==> src/rtl/hello_scroller_pkg.sv <==
// Character codes and the fixed "HELLO" message for the scroller.
// Codes 4..7 render as blank on the downstream HELO decoder.
package hello_pkg;

   typedef logic [2:0] char_code_t;

   localparam char_code_t CH_H     = 3'd0;
   localparam char_code_t CH_E     = 3'd1;
   localparam char_code_t CH_L     = 3'd2;
   localparam char_code_t CH_O     = 3'd3;
   localparam char_code_t CH_BLANK = 3'd4;

   function automatic char_code_t msg_char(input int unsigned idx);
      case (idx)
         0:       return CH_H;
         1:       return CH_E;
         2, 3:    return CH_L;
         4:       return CH_O;
         default: return CH_BLANK;
      endcase
   endfunction

endpackage

==> src/rtl/hello_scroller_prescaler.sv <==
// Enable-gated divider: tick_evt is combinational in the last count of each period.
// Dropping en clears the count, so re-enabling always yields a full period.
module tick_prescaler #(
   parameter int unsigned TICK_DIV = 50_000_000
) (
   input  logic clk,
   input  logic rst_n,
   input  logic en,
   output logic tick_evt
);

   localparam int unsigned CW = (TICK_DIV > 1) ? $clog2(TICK_DIV) : 1;
   localparam logic [CW-1:0] LAST = CW'(TICK_DIV - 1);

   logic [CW-1:0] cnt;

   always_ff @(posedge clk or negedge rst_n) begin
      if (!rst_n) begin
         cnt <= '0;
      end else if (!en || cnt == LAST) begin
         cnt <= '0;
      end else begin
         cnt <= cnt + CW'(1);
      end
   end

   assign tick_evt = en && (cnt == LAST);

endmodule

==> src/rtl/hello_scroller.sv <==
// Scrolls "HELLO" plus blanks across NUM_DISP displays, timed or by button step.
// New pos/hex_codes appear one cycle after an advance event, flagged by tick.
module hello_scroller
   import hello_pkg::*;
#(
   parameter int unsigned NUM_DISP = 8,
   parameter int unsigned TICK_DIV = 50_000_000
) (
   input  logic                        clk,
   input  logic                        rst_n,
   input  logic                        run,
   input  logic                        dir,
   input  logic                        step,
   output logic [3*NUM_DISP-1:0]       hex_codes,
   output logic [$clog2(NUM_DISP)-1:0] pos,
   output logic                        tick
);

   localparam int unsigned PW = $clog2(NUM_DISP);
   localparam logic [PW-1:0] LASTP = PW'(NUM_DISP - 1);

   logic          timed_evt;
   logic          step_q;
   logic          step_edge;
   logic          adv;
   logic [PW-1:0] next_pos;

   tick_prescaler #(
      .TICK_DIV (TICK_DIV)
   ) u_prescaler (
      .clk      (clk),
      .rst_n    (rst_n),
      .en       (run),
      .tick_evt (timed_evt)
   );

   // Button steps only count while paused; timed_evt already implies run=1.
   assign step_edge = step & ~step_q;
   assign adv       = timed_evt | (~run & step_edge);

   always_comb begin
      next_pos = pos;
      if (!dir) begin
         next_pos = (pos == LASTP) ? '0 : pos + PW'(1);
      end else begin
         next_pos = (pos == '0) ? LASTP : pos - PW'(1);
      end
   end

   // step_q resets high so a button held through reset is not seen as an edge.
   always_ff @(posedge clk or negedge rst_n) begin
      if (!rst_n) begin
         pos    <= '0;
         tick   <= 1'b0;
         step_q <= 1'b1;
      end else begin
         step_q <= step;
         tick   <= adv;
         if (adv) begin
            pos <= next_pos;
         end
      end
   end

   for (genvar k = 0; k < int'(NUM_DISP); k++) begin : g_disp
      localparam int unsigned BASE = NUM_DISP - 1 - k;
      assign hex_codes[3*k +: 3] = msg_char((BASE + 32'(pos)) % NUM_DISP);
   end

endmodule

==> config.mk <==
export PLATFORM = sky130hd
export DESIGN_NAME = hello_scroller
export DESIGN_NICKNAME = d
export VERILOG_FILES = /design/src/rtl/hello_scroller_pkg.sv /design/src/rtl/hello_scroller_prescaler.sv /design/src/rtl/hello_scroller.sv
export SDC_FILE = /design/constraint.sdc
export NUM_CORES = 1
export LEC_CHECK = 0
export CAP_MARGIN = 15
export CORE_ASPECT_RATIO = 0.5
export CORE_MARGIN = 4
export CORE_UTILIZATION = 48
export DETAILED_ROUTE_END_ITERATION = 8
export PLACE_DENSITY_LB_ADDON = 0.1
export SYNTH_ARGS = -nofsm -noshare
export SYNTH_HDL_FRONTEND = slang
export SYNTH_SLANG_ARGS = --single-unit
==> constraint.sdc <==
create_clock -name clk -period 1.89 [get_ports clk]
set_input_delay 0.2835 -clock clk [delete_from_list [all_inputs] [get_ports clk]]
set_output_delay 0.2835 -clock clk [all_outputs]
set_load 0.005 [all_outputs]
=== After elaboration in Yosys (flattened, before gate mapping) ===
Cells that the tools add are included.

* Register bits: 31
* Bits in latches: 0
* Bits in writable memories: 0
* Bits in read-only memories: 0
* Input bits: 5
* Output and inout port bits: 28
* Logic and storage cells: 85
* Memories kept: 0

* Add/subtract/negate cells: 10
* $mul: 0
* Div/mod/pow operators: 0
* Order comparisons: 0
* Equality and inequality tests: 34
* Shifts and indexed selects: 0
* Muxes and demuxes: 12
* Bitwise operators: 5
* Reductions and logical operators: 20

{| class="wikitable"
|+ Operators by type and width
! operator !! number
|-
| 32-bit logical NOT || 8
|-
| 3-bit one-hot mux with 4 select lines || 8
|-
| 3-bit by 2-bit equality test with 1-bit output (second input constant) || 16
|-
| 3-bit equality test (second input constant) || 9
|-
| 26-bit by 1-bit adder with 26-bit output (second input constant) || 1
|-
| 26-bit equality test (second input constant) || 1
|-
| 26-bit two-way mux || 1
|-
| 3-bit by 1-bit equality test with 1-bit output (second input constant) || 8
|-
| 2-bit OR reduction || 8
|-
| 3-bit adder (first input constant) || 4
|-
| 3-bit two-way mux || 3
|-
| 2-bit by 3-bit adder with 3-bit output (first input constant) || 2
|-
| 1-bit by 3-bit adder with 3-bit output (first input constant) || 1
|-
| 3-bit by 1-bit adder with 3-bit output (second input constant) || 1
|-
| 3-bit logical NOT || 1
|-
| 3-bit by 1-bit subtractor with 3-bit output (second input constant) || 1
|-
| 1-bit AND || 2
|-
| 1-bit NOT || 2
|-
| 1-bit logical AND || 1
|-
| 1-bit logical NOT || 1
|-
| 1-bit logical OR || 1
|-
| 1-bit bitwise OR || 1
|}

=== Longest topological paths before layout ===
Gate-level depths: netlist of run 1.

* Word-level depth: 4
* Mapped depth: 6
* Depth with buffers taken out: 6

=== Cells and area by module ===
A second synthesis of run 1 with hierarchy kept.

* Cells, all modules: 227
* Area total of the unflattened synthesis: 2,047.0 µm²

{| class="wikitable"
|+ By module, submodules not included
! module !! times used !! cells each !! area each (µm²) !! seq. area each (µm²)
|-
| tick_prescaler || 1 || 142 || 1,362.6 || 650.6
|-
| hello_scroller || 1 || 85 || 684.4 || 126.4
|}

=== Worst setup path before layout of run 1 ===
OpenSTA, ideal clock, no wires.

* Path type: reg2reg
* Start: register u_prescaler.cnt[0]
* End: register u_prescaler.cnt[24]
* Setup time: 78 ps
* Data arrival time: 1,942 ps
* Setup slack: -130 ps
* Stages on the path, launching flop included: 7
* Path buffers: 1
* Path through: dfrtp_1 ha_1 nand3_1 or4_1 clkbuf_2 or4_1 a21oi_1

* Cells in the longest elaborated chain, start to end: 3
* Elaborated cells between the ends (all ways): 4
* Those cells by class: 1 x add/sub; 1 x eq/ne; 1 x mux; 1 x reduce/logical

{| class="wikitable"
|+ Ends and longest elaborated chain
! what !! RTL line !! text
|-
| from (decl) || hello_scroller_prescaler.sv:15 || <nowiki>logic [CW-1:0] cnt;</nowiki>
|-
| from (signal assigned) || hello_scroller_prescaler.sv:23 || <nowiki>cnt <= cnt + CW'(1);</nowiki>
|-
| branches (longest 2 deep; another with 26-bit by 1-bit adder with 26-bit output) || - ||
|-
| 26-bit two-way mux (*) || hello_scroller_prescaler.sv:20 || <nowiki>end else if (!en || cnt == LAST) begin</nowiki>
|}

Every way passes the cells marked *.
A chain may end at the register's enable or synchronous reset.

=== Worst setup path in the final report of run 1 ===
* Start: register pos[0]
* End: output port hex_codes[12]

* Cells in the longest elaborated chain, start to end: 4
* Elaborated cells between the ends (all ways): 8
* Those cells by class: 1 x add/sub; 4 x eq/ne; 1 x mux; 2 x reduce/logical

{| class="wikitable"
|+ Ends and longest elaborated chain
! what !! RTL line !! text
|-
| from (decl) || hello_scroller.sv:15 || <nowiki>output logic [$clog2(NUM_DISP)-1:0] pos,</nowiki>
|-
| from (signal assigned) || hello_scroller.sv:60 || <nowiki>pos <= next_pos;</nowiki>
|-
| 2-bit by 3-bit adder with 3-bit output (*) || hello_scroller.sv:67 || <nowiki>assign hex_codes[3*k +: 3] = msg_char((BASE + 32'(pos)) % NUM_DISP);</nowiki>
|-
| 3-bit by 2-bit equality test with 1-bit output || hello_scroller_pkg.sv:14 || <nowiki>case (idx)</nowiki>
|-
| 2-bit OR reduction || hello_scroller_pkg.sv:14 ||
|-
| 3-bit one-hot mux with 4 select lines (*) || hello_scroller_pkg.sv:14 ||
|-
| to (decl) || hello_scroller.sv:14 || <nowiki>output logic [3*NUM_DISP-1:0] hex_codes,</nowiki>
|}

Every way passes the cells marked *; elsewhere a longest branch is shown, timed or not.

==> run metrics, run 1 <==
status=complete, but fails checks; violated checks=setup timing; Reg area=just under 800 sq um; initial DRC count=approximately 140; cts hold-fix bufs=0; global placer's final weighted congestion=0.855; EDFF count, synth=0; ant diodes=0; placed insts=roughly 350; NetSw=slightly below 2 mW; Syn Inst Count=217; Slew Viols, Final=0; H-tree Lvls=2; largest net degree at the start of global routing=32; post-synthesis sequential area ratio=approximately two fifths; Final WS setup=-243 ps; Crit Path Category=flip-flop to primary output; Netlist cell types=37; # Max-Cap Violations=0; Synth-to-Final Area Change=67.0%; Overflow after GRT=0; Synth Area in XOR/XNOR=roughly 6%; DR vias/cell=5.78; mux cell area share after synthesis=3.92%; Avg Cell Area, Syn=about 9 sq um; clock power share=between 10% and 20%; cell area after synthesis=0.00201 sq mm; Worst VDD drop=roughly 1.6 mV; Clock transition at path regs=70 ps; fin cells=379; Core Box Area=a little under 0.004 sq mm; Top Family by Delay on Critical Path=adder cells; crit path cell chain=inv_2, buf_6, ha_4, ha_4, mux2_4, buf_6; Clock Sinks=31; detailed-router iteration count before antenna repair=5; Longest Clk Path Bufs=2; layout cells sized above 1=51.1%; slowest library cell on the worst path=dfrtp_1; die area=0.00535 sq mm; area taken by multi-input logic gates=0.00154 sq mm; Setup Skew=4.24 ps; first-pass GRT wire length=between 10,000 and 15,000 microns; Least-Margin Pin Slew=415 ps; nets=roughly 350; Compound-Gate Fraction of Synth Area=a little over a tenth; Most used DFF post-synth=dfrtp_1; maximum clock rate=0.469 GHz; Die W=99.5 microns; cell row count=16; PortBufs=32; post-synthesis simple-gate area fraction=approximately a quarter; crit path capture type=primary output; Leak Pwr=1.52 nW; Comb pwr share=74.1%; asr flop ratio synth=100%; CP Buf/Inv Count=3; most frequent cells in the layout=buf_4, dfrtp_1, nor2_1; DR DRC count=0; Final Hold Viols=0; Pwr Density=1450 mW/mm^2; required time worst endpoint=around 1600 ps; total negative setup slack=-2700 ps; Int Pwr=2.95 mW; flops & latches, synth=31; later-pin clock latency in the skew report=around 280 ps; sequential power share=15.5%; main combinational cell family by area after synthesis=simple AND/OR/NAND/NOR gates; Root Driver=clkbuf_8; Vias=2,192; biggest cell delay along the critical path=around 430 ps; hpwl dp=3710 microns; Hold Path Class=primary input to async pin; crit path DAT=1850 ps; switch share=39.6%; CTS tree=built; RSZ-0062 raised after global routing=yes; fillcell total=roughly 190; DRT antenna net count=0; worst-path fanout max=6; die height=roughly 54 microns; relative slew slack=72.3%; GRT Resource Usage Total=around a quarter; final setup fails=29; fin crit share=113%; WL final=7330 microns; num ports=33; vias in the first global route=about 2,300; Adder-Cell Fraction of Synth Area=~12%; R2R Setup Slk=-120 ps; fin crit period=2130 ps; post-synth net total=between 200 and 250; commonest non-fill, non-tap cell in the layout=buf_4; WL/cell=just under 20 microns; Design Power=~4.9 mW; YS warnings=0; Initial Util=between 50% and 60%; antenna violations before repair=0; Final Core Density=84.7%; CP Launch Type=flip-flop; CTS Buf Count=5
per-layer routing:
layer	wire, microns	vias to the layer above	GRT usage [%]
met5	0	-	0
met2	3670	101	47.4
li1	-	978	-
met4	226	0	11.1
met3	370	24	6.47
met1	3070	1089	29.4
power groups by stage:
| stage | combinational [mW] | clock (mW) | sequential, mW |
|---|---|---|---|
| 5_1_grt | 3.83 | 0.541 | 0.761 |
| 2_1_floorplan | 0.978 | 0 | 0.791 |
| 3_5_place_dp | 2.60 | 0 | 0.748 |
| 4_1_cts | 2.99 | 0.509 | 0.740 |
| 3_3_place_gp | 2.56 | 0 | 0.745 |
| 6_report | 3.61 | 0.508 | 0.758 |
worst paths after layout:
kind / from / end / cells past startpoint
min in group clk: step / step_q / 1
min: rst_n / u_prescaler.cnt[19] / 2
max in group asynchronous: rst_n / step_q / 2
min reg2reg: u_prescaler.cnt[23] / u_prescaler.cnt[23] / 2
max reg2reg: u_prescaler.cnt[1] / u_prescaler.cnt[23] / 6
max: pos[0] / hex_codes[12] / 6
cells in the mapped netlist, types with 3 or more instances:
| library cell | number | share of area (%) |
|---|---|---|
| or3_1 | 4 | 1.2 |
| inv_1 | 12 | 2.2 |
| a21oi_1 | 14 | 3.5 |
| nand3_1 | 10 | 2.5 |
| nor2b_1 | 3 | 0.93 |
| o21ai_0 | 8 | 2.0 |
| o31ai_1 | 5 | 1.9 |
| xor2_1 | 3 | 1.3 |
| nand2b_1 | 5 | 1.6 |
| ha_1 | 20 | 12 |
| mux2_2 | 7 | 3.9 |
| nand2_1 | 16 | 3.0 |
| nand4_1 | 4 | 1.2 |
| nor3_1 | 6 | 1.5 |
| a21o_1 | 3 | 1.1 |
| xnor2_1 | 11 | 4.8 |
| or4_1 | 6 | 2.2 |
| dfrtp_1 | 30 | 37 |
| clkbuf_1 | 3 | 0.56 |
| nor2_1 | 26 | 4.9 |
state kept, by name (all words and copies together) (netlist names):
register / count
step_q: 1
tick: 1
u_prescaler.cnt: 26
pos: 3
final cells by class:
| type | count | share of cell area, % |
|---|---|---|
| multi-input cells | 170 | 45.8 |
| inverters | 12 | 1.42 |
| well taps | 54 | 2.01 |
| clock buffers | 8 | 2.39 |
| repair buffers | 104 | 25.2 |
| flip-flops and latches | 31 | 23.2 |
per-stage QoR:
stage          instance area (sq um)  setup WS, ps  hold WS [ps]
2_1_floorplan                   2030         -51.1         -12.1
3_3_place_gp                    2750          -257           533
3_5_place_dp                    2750          -336           552
4_1_cts                         3120          -181           412
5_1_grt                         3360          -284           421
6_report                        3360          -243           391
what timing repair did:
action                                  in CTS  in global routing
gates cloned                                 1                  0
pin swaps                                   21                 17
setup buffers                               15                 11
gates resized for setup                    139                 43
endpoints found under the setup margin      35                 37
cell families (layout without fill, tap and decap cells):
kind of cell,count (synthesis),count (layout)
DFF,31,31
buffers and inverters,17,124
adders and majority gates,20,20
AOI/OAI and AO/OA,35,35
and+or+nand+nor,93,94
muxes,7,7
xor gates and xnor gates,14,14
Note: power is estimated with default switching activity, not from simulation.
==> inputs of run 2 (changes only) <==
--- a/config.mk
+++ b/config.mk
@@ -5,7 +5,6 @@
 export SDC_FILE = /design/constraint.sdc
 export NUM_CORES = 1
 export LEC_CHECK = 0
-export CAP_MARGIN = 15
 export CORE_ASPECT_RATIO = 0.5
 export CORE_MARGIN = 4
 export CORE_UTILIZATION = 48
==> results of run 2 <==
Same layout as run 1: the final DEF is identical, and so are final timing and power.
